[src/rtl/step_ctrl_pkg.sv]
`default_nettype none
// ============================================================================
// Module      : step_ctrl_pkg
// Description : Shared types and constants for the single-step / free-run
//               CPU clock-enable controller (state encoding, default counter
//               width, step counter width).
// Revision    : 1.0 - initial release
// ============================================================================
package step_ctrl_pkg;

    // Default width of the hold and divider counters
    localparam int C_CNT_W_DEF  = 32;

    // Width of the issued-pulse counter
    localparam int C_STEP_CNT_W = 16;

    // Controller state encoding
    typedef enum logic [2:0] {
        IDLE     = 3'd0,
        PRESS    = 3'd1,
        STEP     = 3'd2,
        RUN      = 3'd3,
        WAIT_REL = 3'd4
    } state_t;

endpackage : step_ctrl_pkg
`default_nettype wire

[src/rtl/step_rate_div.sv]
`default_nettype none
// ============================================================================
// Module      : step_rate_div
// Description : Free-run rate divider. Counts 0..RUN_DIV-1 and wraps while
//               enabled. The tick output is decoded from the counter's NEXT
//               value so the parent can register it alongside its next state.
// Ports       : clk     - system clock
//               rst_n   - asynchronous active-low reset
//               clear   - load counter with 0 (RUN entry)
//               enable  - advance counter (staying in RUN)
//               tick    - next counter value equals RUN_DIV-1
// Revision    : 1.0 - initial release
// ============================================================================
module step_rate_div
    import step_ctrl_pkg::*;
#(
    parameter int RUN_DIV = 1,
    parameter int CNT_W   = C_CNT_W_DEF
) (
    input  logic clk,
    input  logic rst_n,
    input  logic clear,
    input  logic enable,
    output logic tick
);

    localparam logic [CNT_W-1:0] C_DIV_LAST = CNT_W'(RUN_DIV - 1);

    logic [CNT_W-1:0] r_div_cnt;
    logic [CNT_W-1:0] w_div_nxt;

    always_comb begin
        w_div_nxt = r_div_cnt;
        if (clear) begin
            w_div_nxt = '0;
        end else if (enable) begin
            w_div_nxt = (r_div_cnt == C_DIV_LAST) ? '0 : r_div_cnt + CNT_W'(1);
        end
        tick = (w_div_nxt == C_DIV_LAST);
    end

    always_ff @(posedge clk or negedge rst_n) begin
        if (!rst_n) begin
            r_div_cnt <= '0;
        end else begin
            r_div_cnt <= w_div_nxt;
        end
    end

endmodule : step_rate_div
`default_nettype wire

[src/rtl/step_ctrl.sv]
`default_nettype none
// ============================================================================
// Module      : step_ctrl
// Description : Single-step / free-run controller for the CPU clock enable.
//               A short button press issues one cpu_en pulse; a press held
//               for LONG_CNT cycles enters free-run at one pulse every
//               RUN_DIV cycles. A new press or halt_req stops free-run.
// Ports       : clk       - system clock
//               rst_n     - asynchronous active-low reset
//               btn_lvl   - debounced button level (1 = pressed)
//               halt_req  - CPU halt request, sampled every cycle
//               cpu_en    - registered CPU clock enable
//               run_mode  - registered, high while free-running
//               step_cnt  - registered count of cpu_en pulses (wraps)
// Config      : STEP_CNT_EN - when defined, step_cnt counts pulses;
//               otherwise step_cnt is tied to zero.
// Revision    : 1.0 - initial release
// ============================================================================
module step_ctrl
    import step_ctrl_pkg::*;
#(
    parameter int LONG_CNT = 50_000_000,
    parameter int RUN_DIV  = 1,
    parameter int CNT_W    = C_CNT_W_DEF
) (
    input  logic                    clk,
    input  logic                    rst_n,
    input  logic                    btn_lvl,
    input  logic                    halt_req,
    output logic                    cpu_en,
    output logic                    run_mode,
    output logic [C_STEP_CNT_W-1:0] step_cnt
);

    localparam logic [CNT_W-1:0] C_HOLD_LAST = CNT_W'(LONG_CNT - 1);

    state_t           r_state;
    state_t           w_state_nxt;
    logic             r_btn_q;
    logic             r_btn_vld;
    logic             w_press;
    logic [CNT_W-1:0] r_hold_cnt;
    logic             w_div_clear;
    logic             w_div_en;
    logic             w_tick;
    logic             r_cpu_en;
    logic             r_run_mode;

    // r_btn_vld stays low for the first cycle after reset so that a button
    // held through reset is not mistaken for a fresh rising edge.
    assign w_press = btn_lvl & ~r_btn_q & r_btn_vld;

    always_comb begin
        w_state_nxt = r_state;
        case (r_state)
            IDLE: begin
                if (w_press) begin
                    w_state_nxt = PRESS;
                end
            end
            PRESS: begin
                // Release has priority over reaching the long-press count
                if (!btn_lvl) begin
                    w_state_nxt = STEP;
                end else if (r_hold_cnt == C_HOLD_LAST) begin
                    w_state_nxt = RUN;
                end
            end
            STEP: begin
                w_state_nxt = IDLE;
            end
            RUN: begin
                // Halt has priority; with the button still down we must wait
                // for release so the held button is not read as a new press.
                if (halt_req) begin
                    w_state_nxt = btn_lvl ? WAIT_REL : IDLE;
                end else if (w_press) begin
                    w_state_nxt = WAIT_REL;
                end
            end
            WAIT_REL: begin
                if (!btn_lvl) begin
                    w_state_nxt = IDLE;
                end
            end
            default: begin
                w_state_nxt = IDLE;
            end
        endcase
    end

    assign w_div_clear = (r_state == PRESS) && (w_state_nxt == RUN);
    assign w_div_en    = (r_state == RUN)   && (w_state_nxt == RUN);

    step_rate_div #(
        .RUN_DIV (RUN_DIV),
        .CNT_W   (CNT_W)
    ) u_rate_div (
        .clk    (clk),
        .rst_n  (rst_n),
        .clear  (w_div_clear),
        .enable (w_div_en),
        .tick   (w_tick)
    );

    // State, hold counter and outputs all register from the next-state
    // decode so the outputs change on the same edge as the state.
    always_ff @(posedge clk or negedge rst_n) begin
        if (!rst_n) begin
            r_state    <= IDLE;
            r_btn_q    <= 1'b0;
            r_btn_vld  <= 1'b0;
            r_hold_cnt <= '0;
            r_cpu_en   <= 1'b0;
            r_run_mode <= 1'b0;
        end else begin
            r_state   <= w_state_nxt;
            r_btn_q   <= btn_lvl;
            r_btn_vld <= 1'b1;
            if ((r_state == IDLE) && w_press) begin
                r_hold_cnt <= '0;
            end else if (r_state == PRESS) begin
                r_hold_cnt <= r_hold_cnt + CNT_W'(1);
            end
            r_cpu_en   <= (w_state_nxt == STEP) || ((w_state_nxt == RUN) && w_tick);
            r_run_mode <= (w_state_nxt == RUN);
        end
    end

    assign cpu_en   = r_cpu_en;
    assign run_mode = r_run_mode;

`ifdef STEP_CNT_EN
    logic [C_STEP_CNT_W-1:0] r_step_cnt;

    always_ff @(posedge clk or negedge rst_n) begin
        if (!rst_n) begin
            r_step_cnt <= '0;
        end else if (r_cpu_en) begin
            r_step_cnt <= r_step_cnt + C_STEP_CNT_W'(1);
        end
    end

    assign step_cnt = r_step_cnt;
`else
    assign step_cnt = '0;
`endif

endmodule : step_ctrl
`default_nettype wire

[config.mk]
export PLATFORM = sky130hd
export DESIGN_NAME = step_ctrl
export DESIGN_NICKNAME = d
export VERILOG_FILES = /design/src/rtl/step_ctrl_pkg.sv /design/src/rtl/step_rate_div.sv /design/src/rtl/step_ctrl.sv
export SDC_FILE = /design/constraint.sdc
export NUM_CORES = 1
export LEC_CHECK = 0
export CAP_MARGIN = 5
export CORE_ASPECT_RATIO = 2
export CORE_MARGIN = 2
export CORE_UTILIZATION = 44
export DETAILED_ROUTE_END_ITERATION = 7
export PLACE_DENSITY_LB_ADDON = 0.1
export SYNTH_ARGS = -nofsm -noshare
export SYNTH_HDL_FRONTEND = slang
export SYNTH_SLANG_ARGS = --single-unit
[constraint.sdc]
create_clock -name clk -period 7.36 [get_ports clk]
set_clock_uncertainty 0.1 [all_clocks]
set_input_delay 1.472 -clock clk [delete_from_list [all_inputs] [get_ports clk]]
set_output_delay 1.472 -clock clk [all_outputs]
set_load 0.005 [all_outputs]
# Yosys cells after proc, flatten, opt, wreduce, memory -nomap -nowiden
# Cells that the tools add are included.
# W data, S select, Z words.
[classes]
n_mux = 13
addsub = 2
n_eq_ne = 6
n_reduce_logical = 9
bitwise_logic = 3
[op_table]
columns = ["operator", "count"]
rows = [
  ["$mux W32", 5],
  ["$add A32 B1 Y32 const B", 2],
  ["$logic_not A32 Y1", 2],
  ["$eq A32 B26 Y1 const B", 1],
  ["$mux W3", 7],
  ["$pmux W3 S4", 1],
  ["$eq A3 B2 Y1 const B", 3],
  ["$logic_and A1 B1 Y1", 4],
  ["$eq A3 B1 Y1 const B", 1],
  ["$eq A3 B3 Y1 const B", 1],
  ["$logic_not A3 Y1", 1],
  ["$and A1 B1 Y1", 2],
  ["$reduce_bool A2 Y1", 1],
  ["$logic_or A1 B1 Y1", 1],
  ["$not A1 Y1", 1],
]
[totals]
reg_bits = 71
elab_cells = 40
out_inout_bits = 18

# Longest topological paths before layout
[depth]
ltp_word = 13
ltp_mapped = 11
mapped_depth_nobuf = 10

# Modules after synthesis
# From an unflattened synthesis, not the netlist that was laid out.
[hier_totals]
hier_cells = 494
area_unflattened_um2 = 4470.5
[modules_own_cells]
columns = ["mod", "area_per_inst_um2", "seq_area_each_um2", "instances", "cells_per_inst"]
rows = [
  ["step_ctrl", 2284.7, 975.9, 1, 250],
  ["step_rate_div", 2185.8, 800.8, 1, 244],
]

# Least setup slack after synthesis
# Ideal clock, no wire load.
[synth_path]
kind = "input port to flip-flop"
from = "input halt_req"
to = "register r_cpu_en, in the netlist cpu_en"
t_arrival_ps = 3123
t_required_ps = 7196
path_buffers = 1
setup_slack_ps = 4073
path_stages = 8
path_cell_list = "nand4bb_1 -> nor2_1 -> clkbuf_1 -> o21ai_0 -> a22oi_1 -> a21oi_1 -> nor4b_2 -> a21o_1"
[synth_via]
elab_chain_cells = 9
[synth_lines]
columns = ["item", "line_no", "rtl"]
rows = [
  ["from (decl)", "step_ctrl.sv:29", "input logic halt_req,"],
  ["$mux W3 *", "step_ctrl.sv:75", "if (halt_req) begin"],
  ["$pmux W3 S4 *", "step_ctrl.sv:55", "case (r_state)"],
  ["$eq A3 B2 Y1", "step_ctrl.sv:92, step_ctrl.sv:93, step_ctrl.sv:125", ""],
  ["$logic_and A1 B1 Y1", "step_ctrl.sv:93", "assign w_div_en = (r_state == RUN) && (w_state_nxt == RUN);"],
  ["$mux W32", "step_rate_div.sv:36", "end else if (enable) begin"],
  ["$mux W32", "step_rate_div.sv:34", "if (clear) begin"],
  ["$logic_not A32 Y1", "step_rate_div.sv:39", "tick = (w_div_nxt == C_DIV_LAST);"],
  ["$logic_and A1 B1 Y1", "step_ctrl.sv:125", "r_cpu_en <= (w_state_nxt == STEP) || ((w_state_nxt == RUN) && w_tick);"],
  ["$logic_or A1 B1 Y1 *", "step_ctrl.sv:125", ""],
  ["to (signal assigned)", "step_ctrl.sv:125", ""],
  ["to (decl)", "step_ctrl.sv:46", "logic r_cpu_en;"],
]
# Every way passes the cells marked *; elsewhere a longest branch is shown, timed or not.
# A chain may end at the register's enable or synchronous reset.

# Worst setup path in the final report
[layout_path]
from = "input btn_lvl"
to = "register r_cpu_en, in the netlist cpu_en"
[layout_via]
elab_chain_cells = 12
[layout_lines]
columns = ["item", "line_no", "rtl"]
rows = [
  ["from (decl)", "step_ctrl.sv:28", "input logic btn_lvl,"],
  ["$and A1 B1 Y1 (2 in a row)", "step_ctrl.sv:51", "assign w_press = btn_lvl & ~r_btn_q & r_btn_vld;"],
  ["$mux W3", "step_ctrl.sv:77", "end else if (w_press) begin"],
  ["$mux W3", "step_ctrl.sv:75", ""],
  ["$pmux W3 S4 *", "step_ctrl.sv:55", ""],
  ["$eq A3 B2 Y1", "step_ctrl.sv:92, step_ctrl.sv:93, step_ctrl.sv:125", ""],
  ["$logic_and A1 B1 Y1", "step_ctrl.sv:93", ""],
  ["$mux W32", "step_rate_div.sv:36", ""],
  ["$mux W32", "step_rate_div.sv:34", ""],
  ["$logic_not A32 Y1", "step_rate_div.sv:39", ""],
  ["$logic_and A1 B1 Y1", "step_ctrl.sv:125", ""],
  ["$logic_or A1 B1 Y1 *", "step_ctrl.sv:125", ""],
]
# Marked as above.

==> summary.txt <==
Crit path kind: in -> reg
I/O Pins: 22
Fmax: 233 MHz
Cell row count: 50
Register bit total from synthesis: 71
Worst VDD drop: 135 uV
Reg2reg start: u_rate_div.r_div_cnt[0]$_DFF_PN0_
CTS Buffer Depth: 2
Avg WL per Cell: 19.7 um
Post_cts resized: 0
Worst-Margin Slew: 1200 ps
Post-route clock period utilization: 0.583
Critical Path End Type: register
First-pass GRT wire length: 18700 um
Placer congestion estimate: 0.986
Leakage power figure: 0.00203 uW
Sequential share of power: 0.446
Total number of vias: 3413
Die X: 73.3 um
Critical Path Sink: cpu_en$_DFF_PN0_
Final Hold Fails: 0
Hold Crit Class: reg -> reg
Vias in the first global route: 3579
Die height: 143 um
Root Driver: clkbuf_16
Starting density of the core: 0.453
Internal: 738 uW
Total GRT Usage: 0.240
FF-to-FF path depth: 10
CTS Buf Count: 9
Pre-antenna DRT Iters: 5
Critical-path top delay cell: nor2_1
Highest net fanout along the worst path: 18
Library cells used by synthesis: 58
Clock Sink Count: 71
Final setup fails: 0
Setup ws final: 3070 ps
# diodes: 0
Reg clk slew, reported paths: 60 ps
Synth Instances: 471
R2R Path End: cpu_en$_DFF_PN0_
Via density: 5.89
Antenna violations before repair: 0
Detail Placement HPWL: 8410 um
CTS tree: yes
Final Critical Period: 4290 ps
Synth Area per Inst: 8.96 sq um
Layout area overhead: 9.07%
Sw Share: 0.237
Power share of the clock group: 0.484
Post-synthesis sequential area ratio: 0.421
Fin Setup TNS: 0 ps
Die area: 0.0104 sq mm
Pre-CTS WS: 2780 ps
DR DRC count: 0
Iteration-0 DRC Markers: 313
Post-CTS Setup Bufs: 0
Max_cap viols: 0
Ys async rst share: 1.00
Pin count of the biggest net entering global routing: 72
Worst EP arrival: 4470 ps
R2R Setup Slk: 3910 ps
Yosys warning total: 0
Status: finished clean
Nets@finish: 478
Mapped Area: 0.00422 sq mm
Clock latency at the later pin of the worst-skew pair: 340 ps
Layout cells sized above 1: 0.0716
Antenna Nets Post-Route: 0
Post-CTS Hold Buffers: 0
Comb pwr share: 0.070
CP Launch Point: btn_lvl
Crit path required time: 7540 ps
Port bufs: 5
EDFF count, synth: 0
Detailed Route WL: 11400 um
Worst path max stage delay: 900 ps
Sw Pwr: 229 uW
H-tree lvl count: 3
Top_reg_cell synth: dfrtp_1
RSZ-0062 raised after global routing: no
Total power: 967 uW
Worst Setup Start Kind: input pin
Total grt overflow: 0
Min-delay src: r_hold_cnt[1]$_DFFE_PN0P_
Final Slew Violations: 0
Max_slew headroom: 0.200
Pwr/cell area: 210 mW/mm^2
Core box area: 0.00932 sq mm
Worst path cell trace: clkdlybuf4s50_1 -> and3b_1 -> nor2_1 -> a21boi_0 -> nor3_1 -> nor4bb_1 -> nand4_1 -> o21ai_1 -> a21o_1
-- layer usage --
metal	wire [um]	vias to the layer above	part of all wire	track usage
met5	0	-	0	0
met4	457	0	0.040	0.130
met1	4020	1667	0.35	0.248
met3	253	26	0.022	0.0312
li1	-	1653	-	-
met2	6690	67	0.59	0.448
-- Yosys cell counts (3+ instances only) --
| cell | number | share of area |
|---|---|---|
| mux2i_1 | 4 | 0.0095 |
| nor2b_1 | 7 | 0.010 |
| xor2_1 | 35 | 0.073 |
| nor2_1 | 68 | 0.060 |
| nand3_1 | 21 | 0.025 |
| a21oi_1 | 17 | 0.020 |
| a22oi_1 | 5 | 0.0089 |
| inv_1 | 6 | 0.0053 |
| buf_2 | 8 | 0.0095 |
| clkbuf_1 | 10 | 0.0089 |
| nand4_1 | 23 | 0.034 |
| dfrtp_1 | 71 | 0.42 |
| nor4b_2 | 3 | 0.011 |
| nor4_1 | 15 | 0.022 |
| and4_1 | 8 | 0.017 |
| xnor2_1 | 7 | 0.015 |
| nor3_1 | 13 | 0.015 |
| nand2_1 | 39 | 0.035 |
| buf_4 | 16 | 0.028 |
| and3_1 | 13 | 0.019 |
| and2_1 | 4 | 0.0059 |
| ha_1 | 3 | 0.0089 |
| or4_1 | 4 | 0.0071 |
| nor4bb_1 | 3 | 0.0071 |
| nor4b_1 | 3 | 0.0062 |
| or3_1 | 10 | 0.015 |
| o21ai_0 | 14 | 0.017 |
-- registers in the layout, summed over array words and instances (netlist names) --
| signal | flops |
|---|---|
| r_hold_cnt | 32 |
| u_rate_div.r_div_cnt | 32 |
| r_btn_vld | 1 |
| r_state | 3 |
| r_btn_q | 1 |
| cpu_en | 1 |
| run_mode | 1 |
-- metrics by stage --
stage	instances	util	instance area [sq um]	hold slack, ps
detailed placement	564	0.460	4290	447
finish	579	0.494	4600	454
global route	579	0.494	4600	498
CTS	579	0.494	4600	460
global placement	564	0.460	4290	438
floorplan	486	-	4280	406
-- cells in the final DEF (no fill, tap or decap), drive strengths merged, types with 3 or more instances in the layout --
cell type and count:
dfrtp 71, clkbuf 11, and4 8, xor2 35
and3 14, nor2 68, nand4 25, buf 4
nor4b 6, or3 10, clkdlybuf4s50 4, conb 17
inv 6, xnor2 7, a21oi 17, o21ai 16
ha 3, nor4bb 3, a21boi 3, nand2 41
nor2b 7, and2 4, nand3 22, a22oi 5
nor4 16, nor3 14, or4 4, mux2i 4
-- final cells by class --
class	count	area [sq um]
fill	901	4720
multi-input combinational	375	2290
sequential	71	1780
clock buffer	11	243
tap	104	130
clock inverter	4	70.1
timing repair buffer	8	70.1
inverter	6	22.5
-- power groups by stage --
stage	logic, uW	registers, uW	clock network, uW
detailed placement	69.7	438	0
global route	80.2	434	488
finish	68.1	431	468
floorplan	51.9	430	0
CTS	70.2	431	475
global placement	67.8	438	0
-- worst min-delay path by stage --
stage          cells after the start                    endpoint  slack (ps)
3_5_place_dp                       2   r_hold_cnt[1]$_DFFE_PN0P_         450
4_1_cts                            2   r_hold_cnt[1]$_DFFE_PN0P_         460
2_1_floorplan                      2  r_hold_cnt[31]$_DFFE_PN0P_         410
6_report                           2   r_hold_cnt[1]$_DFFE_PN0P_         450
3_3_place_gp                       2  r_hold_cnt[23]$_DFFE_PN0P_         440
5_1_grt                            2  r_hold_cnt[11]$_DFFE_PN0P_         500
-- worst max-delay path: cells and delay by family --
kind                   cells  cell delay [ps]
buffers and inverters      1              580
AO/OA/AOI/OAI              3              570
AND/OR/NAND/NOR            5             1830
-- cells by family (layout without fill, tap and decap cells) --
| family | Yosys count | after routing | synth area share |
|---|---|---|---|
| compound gates | 55 | 55 | 0.0821 |
| other cells | 2 | 17 | 0.00178 |
| buf+inv | 40 | 29 | 0.0522 |
| fa+ha+maj | 3 | 3 | 0.00890 |
| xor+xnor | 42 | 42 | 0.0872 |
| mux | 4 | 4 | 0.00949 |
| flops | 71 | 71 | 0.421 |
| simple gates | 254 | 254 | 0.337 |
No activity file was read; power rests on OpenSTA's default activity.
